`src/rtl/uart_tx_ctrl.sv`:
```
// UART transmit sequencer: serialises one word per handshake into a start/data/parity/stop frame,
// paced by the shared baud timer's oversampling tick, which it gates through baud_en.
module uart_tx_ctrl #(
  parameter int DBIT       = 8,
  parameter int OVERSAMPLE = 16,
  parameter int SB_TICK    = 16
) (
  input  logic            clk,
  input  logic            reset,
  input  logic            s_tick,
  input  logic [DBIT-1:0] tx_data,
  input  logic            tx_valid,
  output logic            tx_ready,
  input  logic            parity_en,
  input  logic            parity_odd,
  output logic            tx,
  output logic            tx_done,
  output logic            busy,
  output logic            baud_en
);

  typedef enum logic [2:0] {IDLE, START, DATA, PARITY, STOP} state_t;

  localparam logic [5:0] OS_LAST  = 6'(OVERSAMPLE - 1);
  localparam logic [5:0] SB_LAST  = 6'(SB_TICK - 1);
  localparam logic [2:0] BIT_LAST = 3'(DBIT - 1);

  state_t          state_q, state_d;
  logic [5:0]      tick_q, tick_d;
  logic [2:0]      bit_q, bit_d;
  logic [DBIT-1:0] shift_q, shift_d;
  logic            par_en_q, par_en_d;
  logic            par_bit_q, par_bit_d;
  logic            tx_q, tx_d;
  logic            done_q, done_d;

  function automatic logic calc_parity(input logic [DBIT-1:0] data, input logic odd);
    return (^data) ^ odd;
  endfunction

  always_ff @(posedge clk or negedge reset) begin
    if (!reset) begin
      state_q   <= IDLE;
      tick_q    <= '0;
      bit_q     <= '0;
      shift_q   <= '0;
      par_en_q  <= 1'b0;
      par_bit_q <= 1'b0;
      tx_q      <= 1'b1;
      done_q    <= 1'b0;
    end else begin
      state_q   <= state_d;
      tick_q    <= tick_d;
      bit_q     <= bit_d;
      shift_q   <= shift_d;
      par_en_q  <= par_en_d;
      par_bit_q <= par_bit_d;
      tx_q      <= tx_d;
      done_q    <= done_d;
    end
  end

  always_comb begin
    state_d   = state_q;
    tick_d    = tick_q;
    bit_d     = bit_q;
    shift_d   = shift_q;
    par_en_d  = par_en_q;
    par_bit_d = par_bit_q;
    done_d    = 1'b0;
    case (state_q)
      IDLE: begin
        if (tx_valid) begin
          shift_d   = tx_data;
          par_en_d  = parity_en;
          par_bit_d = calc_parity(tx_data, parity_odd);
          tick_d    = '0;
          state_d   = START;
        end
      end
      START: begin
        if (s_tick) begin
          if (tick_q == OS_LAST) begin
            tick_d  = '0;
            bit_d   = '0;
            state_d = DATA;
          end else begin
            tick_d = tick_q + 6'd1;
          end
        end
      end
      DATA: begin
        if (s_tick) begin
          if (tick_q == OS_LAST) begin
            tick_d  = '0;
            shift_d = shift_q >> 1;
            if (bit_q == BIT_LAST) begin
              state_d = par_en_q ? PARITY : STOP;
            end else begin
              bit_d = bit_q + 3'd1;
            end
          end else begin
            tick_d = tick_q + 6'd1;
          end
        end
      end
      PARITY: begin
        if (s_tick) begin
          if (tick_q == OS_LAST) begin
            tick_d  = '0;
            state_d = STOP;
          end else begin
            tick_d = tick_q + 6'd1;
          end
        end
      end
      STOP: begin
        if (s_tick) begin
          if (tick_q == SB_LAST) begin
            tick_d  = '0;
            done_d  = 1'b1;
            state_d = IDLE;
          end else begin
            tick_d = tick_q + 6'd1;
          end
        end
      end
      default: state_d = IDLE;
    endcase

    // tx is registered from the next state so the line changes on the same edge as the FSM
    tx_d = 1'b1;
    case (state_d)
      START:   tx_d = 1'b0;
      DATA:    tx_d = shift_d[0];
      PARITY:  tx_d = par_bit_q;
      default: tx_d = 1'b1;
    endcase
  end

  assign tx       = tx_q;
  assign tx_done  = done_q;
  assign tx_ready = (state_q == IDLE);
  assign busy     = (state_q != IDLE);
  assign baud_en  = busy;

endmodule

```
`config.mk`:
```
export PLATFORM = sky130hd
export DESIGN_NAME = uart_tx_ctrl
export DESIGN_NICKNAME = d
export VERILOG_FILES = /design/src/rtl/uart_tx_ctrl.sv
export SDC_FILE = /design/constraint.sdc
export NUM_CORES = 1
export LEC_CHECK = 0
export ABC_AREA = 0
export CAP_MARGIN = 20
export CORE_MARGIN = 1.5
export CORE_UTILIZATION = 40
export DETAILED_ROUTE_END_ITERATION = 16
export PLACE_DENSITY_LB_ADDON = 0.2
export SLEW_MARGIN = 10
export SYNTH_ARGS = -nofsm -noshare
export SYNTH_HDL_FRONTEND = slang
export SYNTH_SLANG_ARGS = --single-unit
```
`constraint.sdc`:
```
create_clock -name clk -period 4.6 [get_ports clk]
set_input_delay 0.46 -clock clk [delete_from_list [all_inputs] [get_ports clk]]
set_output_delay 0.46 -clock clk [all_outputs]
set_load 0.05 [all_outputs]
```
==> results by group <==
Place
  • GP Congestion: 0.8704
  • IO Port Bufs: 18
  • Post-DP HPWL: 1973 um

Floorplanning
  • Rows: 21
  • Die Y: 61.61 um
  • Die width: 61.61 um
  • Boundary Pins: 19
  • Initial Util: 41.50%
  • Die area: 0.003795 mm^2
  • Core area: 0.003311 mm^2

Power and ir drop
  • Clock power frac: 21.2%
  • Int Pwr: 0.4734 mW
  • Net switching power: 0.2533 mW
  • P_leak: 0.7292 nW
  • Sequential share of power: 45.4%
  • Combinational share of power: 33.4%
  • VDD IR max: 396.9 uV
  • Sw frac: 34.85%
  • PwrDens: 445.4 mW/mm^2
  • Tot Pwr: 0.7266 mW

Timing
  • Final setup fails: 0
  • Hold Fails Final Rpt: 0
  • Setup Skew: 0.01874 ns
  • RSZ-0062 raised after global routing: no
  • Slew Viols, Final: 0
  • Final worst path period share: 56.54%
  • Fin crit period: 2.601 ns
  • Max Clk Rate: 0.3845 GHz
  • Worst hold slack: 0.08423 ns
  • Worst Tran Pin Value: 0.5913 ns
  • Total negative slack: 0 ns
  • Relative slew slack: 60.30%

Clocking
  • Clock latency at the later pin of the worst-skew pair: 0.32 ns
  • Post-CTS Setup Inserts: 0
  • TritonCTS clock tree: yes
  • Clock root buffer: clkbuf_4
  • Max Root-Sink Buffers: 2
  • # hold bufs at CTS: 0
  • CTS H-Tree Depth: 1
  • Num CTS Buffers: 3
  • Clk sinks: 24
  • Clock transition at path regs: 0.15 ns
  • Resized cells post-CTS: 0

Global routing
  • Largest net degree at the start of global routing: 25
  • GRT Total Usage: 15.98%
  • Vias in the first global route: 968
  • GRT overflow: 0
  • Antenna violations before repair: 0
  • First-pass GRT wire length: 4450 um

Yosys
  • Synth Area in Adders: 2.732%
  • Synth Register Bits: 24
  • Synth unique cells: 49
  • Gate Count Post-Synth: 131
  • Post-synthesis xor/xnor area fraction: 6.375%
  • Post-synth top area cell: dfrtp_1
  • Syn avg cell area: 10.49 um^2
  • Synth Cell Area: 0.001374 mm^2
  • Post-Synth Simple-Gate Area: 18.49%
  • Largest family of logic cells by synthesized area: compound AO/OA/AOI/OAI gates
  • Synth Flop Type: dfrtp_1
  • Fraction of registers with async set/reset: 100.0%
  • Post-Syn Nets: 148
  • Register area share after synthesis: 43.81%
  • Synth top area share: 41.89%
  • Synth warn: 0
  • Compound-Gate Fraction of Synth Area: 19.22%
  • Multiplexer share of the synthesized area: 5.738%
  • EDFF count, synth: 0
  • Synth area leaders: dfrtp_1 (42%), xnor2_1 (5.1%), nand2_1 (4.6%)

Setup path
  • CP Cell Sequence: nor2_1 -> nand2_1 -> inv_1 -> clkdlybuf4s50_1
  • Startpoint types: register
  • Critical path capture point type: output port
  • Top delay family on crit path: buffers and inverters
  • Crit-path max FO: 9
  • WP data required: 4.14 ns
  • Critical path class: register to output port
  • Bufs and invs on worst path: 2
  • Crit path max-delay cell type: clkdlybuf4s50_1
  • Worst Path Arrival: 2.14 ns
  • Max incr delay on CP: 0.79 ns

Drt
  • WL final: 2614 um
  • Number of vias per cell: 5.344
  • Drt drc: 0
  • Antenna viol nets, final: 0
  • Detailed Route Iter0 Violations: 47
  • DRT Pass-1 Iters: 4
  • DR WL/cell: 13.41 um
  • Vias: 1042

Finish
  • Fillers: 330
  • Syn-to-layout area delta: 18.76%
  • Ant diodes: 0
  • Commonest non-fill, non-tap cell in the layout: dfrtp_1
  • Most frequent cells in the layout: dfrtp_1 (23), nand2_1 (17), clkdlybuf4s50_1 (17)
  • Share of layout cells above drive strength 1: 14.09%
  • Final Net Count: 167

Hold path
  • Worst Hold Class: input port to asynchronous set/reset pin

Run
  • Max cap viols: 0

Outcome
  • Status: finished, final reports clean
[sequential cells by signal, summed over array words and instances (netlist names)]
signal / cells
state_q: 3
tick_q: 6
tx: 1
bit_q: 3
par_en_q: 1
shift_q: 8
tx_done: 1
par_bit_q: 1
[routing by layer]
metal | GRT usage [%] | vias up | routed length [um] | part of all wire (%)
met1 | 21.76 | 512 | 1173 | 45
met4 | 3.343 | 0 | 29 | 1.1
met5 | 0 | - | 0 | 0
li1 | - | 501 | - | -
met2 | 25.41 | 25 | 1286 | 49
met3 | 4.622 | 4 | 124 | 4.7
[synth_stat cells (2+ instances only)]
library cell  count
nand2b_1          2
a22oi_1           6
nand2_1          17
mux2_2            3
inv_1             6
nor2_2            2
nor2_1            6
mux2i_1           3
o2bb2ai_1         2
a22o_1            3
and2_1            2
and3_1            2
dfrtp_1          23
a21oi_1           2
ha_1              3
o21ai_0           5
nor2b_1           3
xor2_1            2
nand3_1           2
xnor2_1           8
[kinds of logic after synthesis]
| family | after synthesis |
|---|---|
| simple gates | 45 |
| compound gates | 32 |
| flops | 24 |
| xor+xnor | 10 |
| buf+inv | 10 |
| mux | 7 |
| fa+ha+maj | 3 |
[stage by stage]
step           cell area [um^2]  utilization [%]  setup WS (ns)  instances
2_1_floorplan              1374                -          2.659        131
3_3_place_gp               1584            47.85          2.244        191
3_5_place_dp               1584            47.85          2.198        191
4_1_cts                    1637            49.43          1.984        195
5_1_grt                    1632            49.28          1.864        195
6_report                   1632            49.28          1.999        195
[power by group through the flow]
stage | combinational [mW] | clock [mW] | sequential [mW]
global route | 0.270 | 0.166 | 0.339
finish | 0.243 | 0.154 | 0.330
global placement | 0.235 | 0 | 0.333
floorplan | 0.172 | 0 | 0.336
detailed placement | 0.245 | 0 | 0.335
CTS | 0.245 | 0.159 | 0.331
[final cells by class]
cell class / count / area (um^2) / area share [%]
clock inverter: 1 / 30.03 / 1.840
multi-input combinational: 97 / 721.9 / 44.25
timing repair buffer: 18 / 175.2 / 10.74
inverter: 6 / 22.52 / 1.380
clock buffer: 3 / 22.52 / 1.380
tap: 46 / 57.56 / 3.528
sequential: 24 / 601.8 / 36.89
[worst paths after layout]
path / startpoint / end / slack (ns) / cells after the start
setup / recovery: state_q[2] / tx_ready / 2.00 / 4
hold / removal: reset / state_q[1] / 0.08 / 1
setup reg to reg: tick_q[4] / tx / 2.70 / 5
hold reg to reg: shift_q[5] / shift_q[5] / 0.48 / 2
max in group asynchronous: reset / shift_q[5] / 4.14 / 1
min in group clk: shift_q[5] / shift_q[5] / 0.48 / 2
(Power assumes the default switching activity.)
==> patch (same settings) <==
One comparison of `tick_q` changes from == to >=.
--- a/src/rtl/uart_tx_ctrl.sv
+++ b/src/rtl/uart_tx_ctrl.sv
@@ -116,7 +116,7 @@
       end
       STOP: begin
         if (s_tick) begin
-          if (tick_q == SB_LAST) begin
+          if (tick_q >= SB_LAST) begin
             tick_d  = '0;
             done_d  = 1'b1;
             state_d = IDLE;
Function: no difference found for any inputs over 10 cycles, from zero or initial values and one cycle with reset low; that may be too few to reach the edited logic, so the function may still have changed.
==> patch against the unedited design <==
Sequential cell count unchanged. First-iteration DRC count up 40%. Worst setup slack worse by 150 ps. Cell area up 1.7%. Power up 0.82%. Wire length up 2.0%. Synthesized area up 3.4%. Combinational power down 2%.
==> patch: results (changes against the unedited design) <==
Final HPWL DP=1.93 mm (was 1.97 mm); Max VDD drop=152 µV (was 397 µV); initial antenna violation count=0 (unchanged); initial DRC count=66 (was 47); total track usage=15.1% (was 16.0%); worst reg-to-reg setup slack=2580 ps (was 2700 ps); Largest regs=shift_q (8), tick_q (6) (unchanged); DR vias=1069 (was 1042); clock skew=6.70 ps (was 18.7 ps); post-synthesis sequential area ratio=42.4% (was 43.8%); CP Max Fanout=18 (was 9); mux cell area share after synthesis=4.76% (was 5.74%); Worst Path Arrival=2290 ps (was 2140 ps); Pleak=0.725 nW (was 0.729 nW); main flop type after synthesis=dfrtp_1 (unchanged); status=complete, no violations (unchanged); total of warnings raised by yosys=0 (unchanged); syn nets=146 (was 148); most common library cells after synthesis=23 x dfrtp_1, 8 x inv_1, 7 x nand2_1 (was 23 x dfrtp_1, 17 x nand2_1, 8 x xnor2_1); layout cells sized above 1=14.6% (was 14.1%); Slew HR=57.5% (was 60.3%); worst hold slack=452 ps (was 84.2 ps); Nets=162 (was 167); Synth Area in Compound Gates=21.1% (was 19.2%); Post CTS Setup Buffer Count=0 (unchanged); final WL=2.67 mm (was 2.61 mm); CTS Buf Count=3 (unchanged); Post-Synth Adder-Cell Area=2.64% (was 2.73%); top post-synthesis cells by area=dfrtp_1 41%, a222oi_1 4.2%, a22o_1 3.7%, xnor2_1 3.7%, buf_6 3.2% (was dfrtp_1 42%, xnor2_1 5.1%, nand2_1 4.6%, a22oi_1 3.3%, ha_1 2.7%); post-synth cell types=54 (was 49); cell family with most CP delay=buffers and inverters (unchanged); switching part of the total=33.8% (was 34.9%); antenna cells=0 (unchanged); first-pass GRT wire length=4.84 mm (was 4.45 mm); RD Place Congestion=0.770 (was 0.870); TritonRoute pass-1 iters=6 (was 4); Synth Area in XOR/XNOR=4.93% (was 6.38%); largest net degree at the start of global routing=25 (unchanged)
[patch: routing by layer]
| layer | vias up | wire (µm) | track usage [%] | share of wire, % |
|---|---|---|---|---|
| li1 | 518 | - | - | - |
| met4 | 0 | 33 | 5.83 | 1.2 |
| met5 | - | 0 | 0 | 0 |
| met1 | 525 | 1270 | 20.1 | 48 |
| met2 | 22 | 1270 | 25.3 | 48 |
| met3 | 4 | 89 | 1.80 | 3.3 |
[patch: path summary, 6_finish.rpt]
kind | startpoint | endpoint | cells past startpoint
worst max-delay path | state_q[1] | tx_ready | 3
worst min-delay path | reset | state_q[1] | 1
worst max register to register | tick_q[0] | shift_q[3] | 6
worst min register to register | shift_q[5] | shift_q[4] | 2
max in group asynchronous | reset | shift_q[1] | 2
min in group clk | shift_q[5] | shift_q[4] | 2
[patch: worst register-to-register path: stages, from the launching register on]
cell and delay (ps):
dfrtp_1 390, ha_1 180, and3_1 390, nand4_1 200, nor3_1 550, a222oi_1 190, inv_1 90
[patch: power groups by stage]
stage	sequential (W)	combinational, W	clock, W
5_1_grt	0.000353	0.000264	0.000170
6_report	0.000341	0.000237	0.000155
2_1_floorplan	0.000330	0.000197	0
4_1_cts	0.000341	0.000237	0.000160
3_3_place_gp	0.000342	0.000232	0
3_5_place_dp	0.000346	0.000236	0
[patch: cells by family (layout without fill, tap and decap cells)]
logic type	count (synthesis)	after routing
XOR/XNOR	8	8
flip-flops	24	24
adder cells (fa/ha/maj)	3	3
AND/OR/NAND/NOR	39	39
multiplexers	6	6
buffers and inverters	17	32
AO/OA/AOI/OAI	32	32
[patch: per-stage QoR]
step / setup WS, ps / power, W / cell area, µm² / instances / util [%]
final: 1850 / 0.000733 / 1660 / 190 / 49.3
after global routing: 1730 / 0.000787 / 1660 / 190 / 49.3
after CTS: 1830 / 0.000738 / 1640 / 189 / 48.9
after detailed placement: 2210 / 0.000581 / 1590 / 185 / 47.3
after global placement: 2250 / 0.000574 / 1590 / 185 / 47.3
after floorplan: 2410 / 0.000527 / 1420 / 129 / -
[patch: final cells by class]
| cell class | count | area, µm² |
|---|---|---|
| clock buffer | 3 | 22.5 |
| clock inverter | 1 | 30.0 |
| fill | 347 | 1700 |
| inverter | 8 | 30.0 |
| multi-input combinational | 88 | 714 |
| sequential | 24 | 602 |
| tap | 46 | 57.6 |
| timing repair buffer | 20 | 203 |
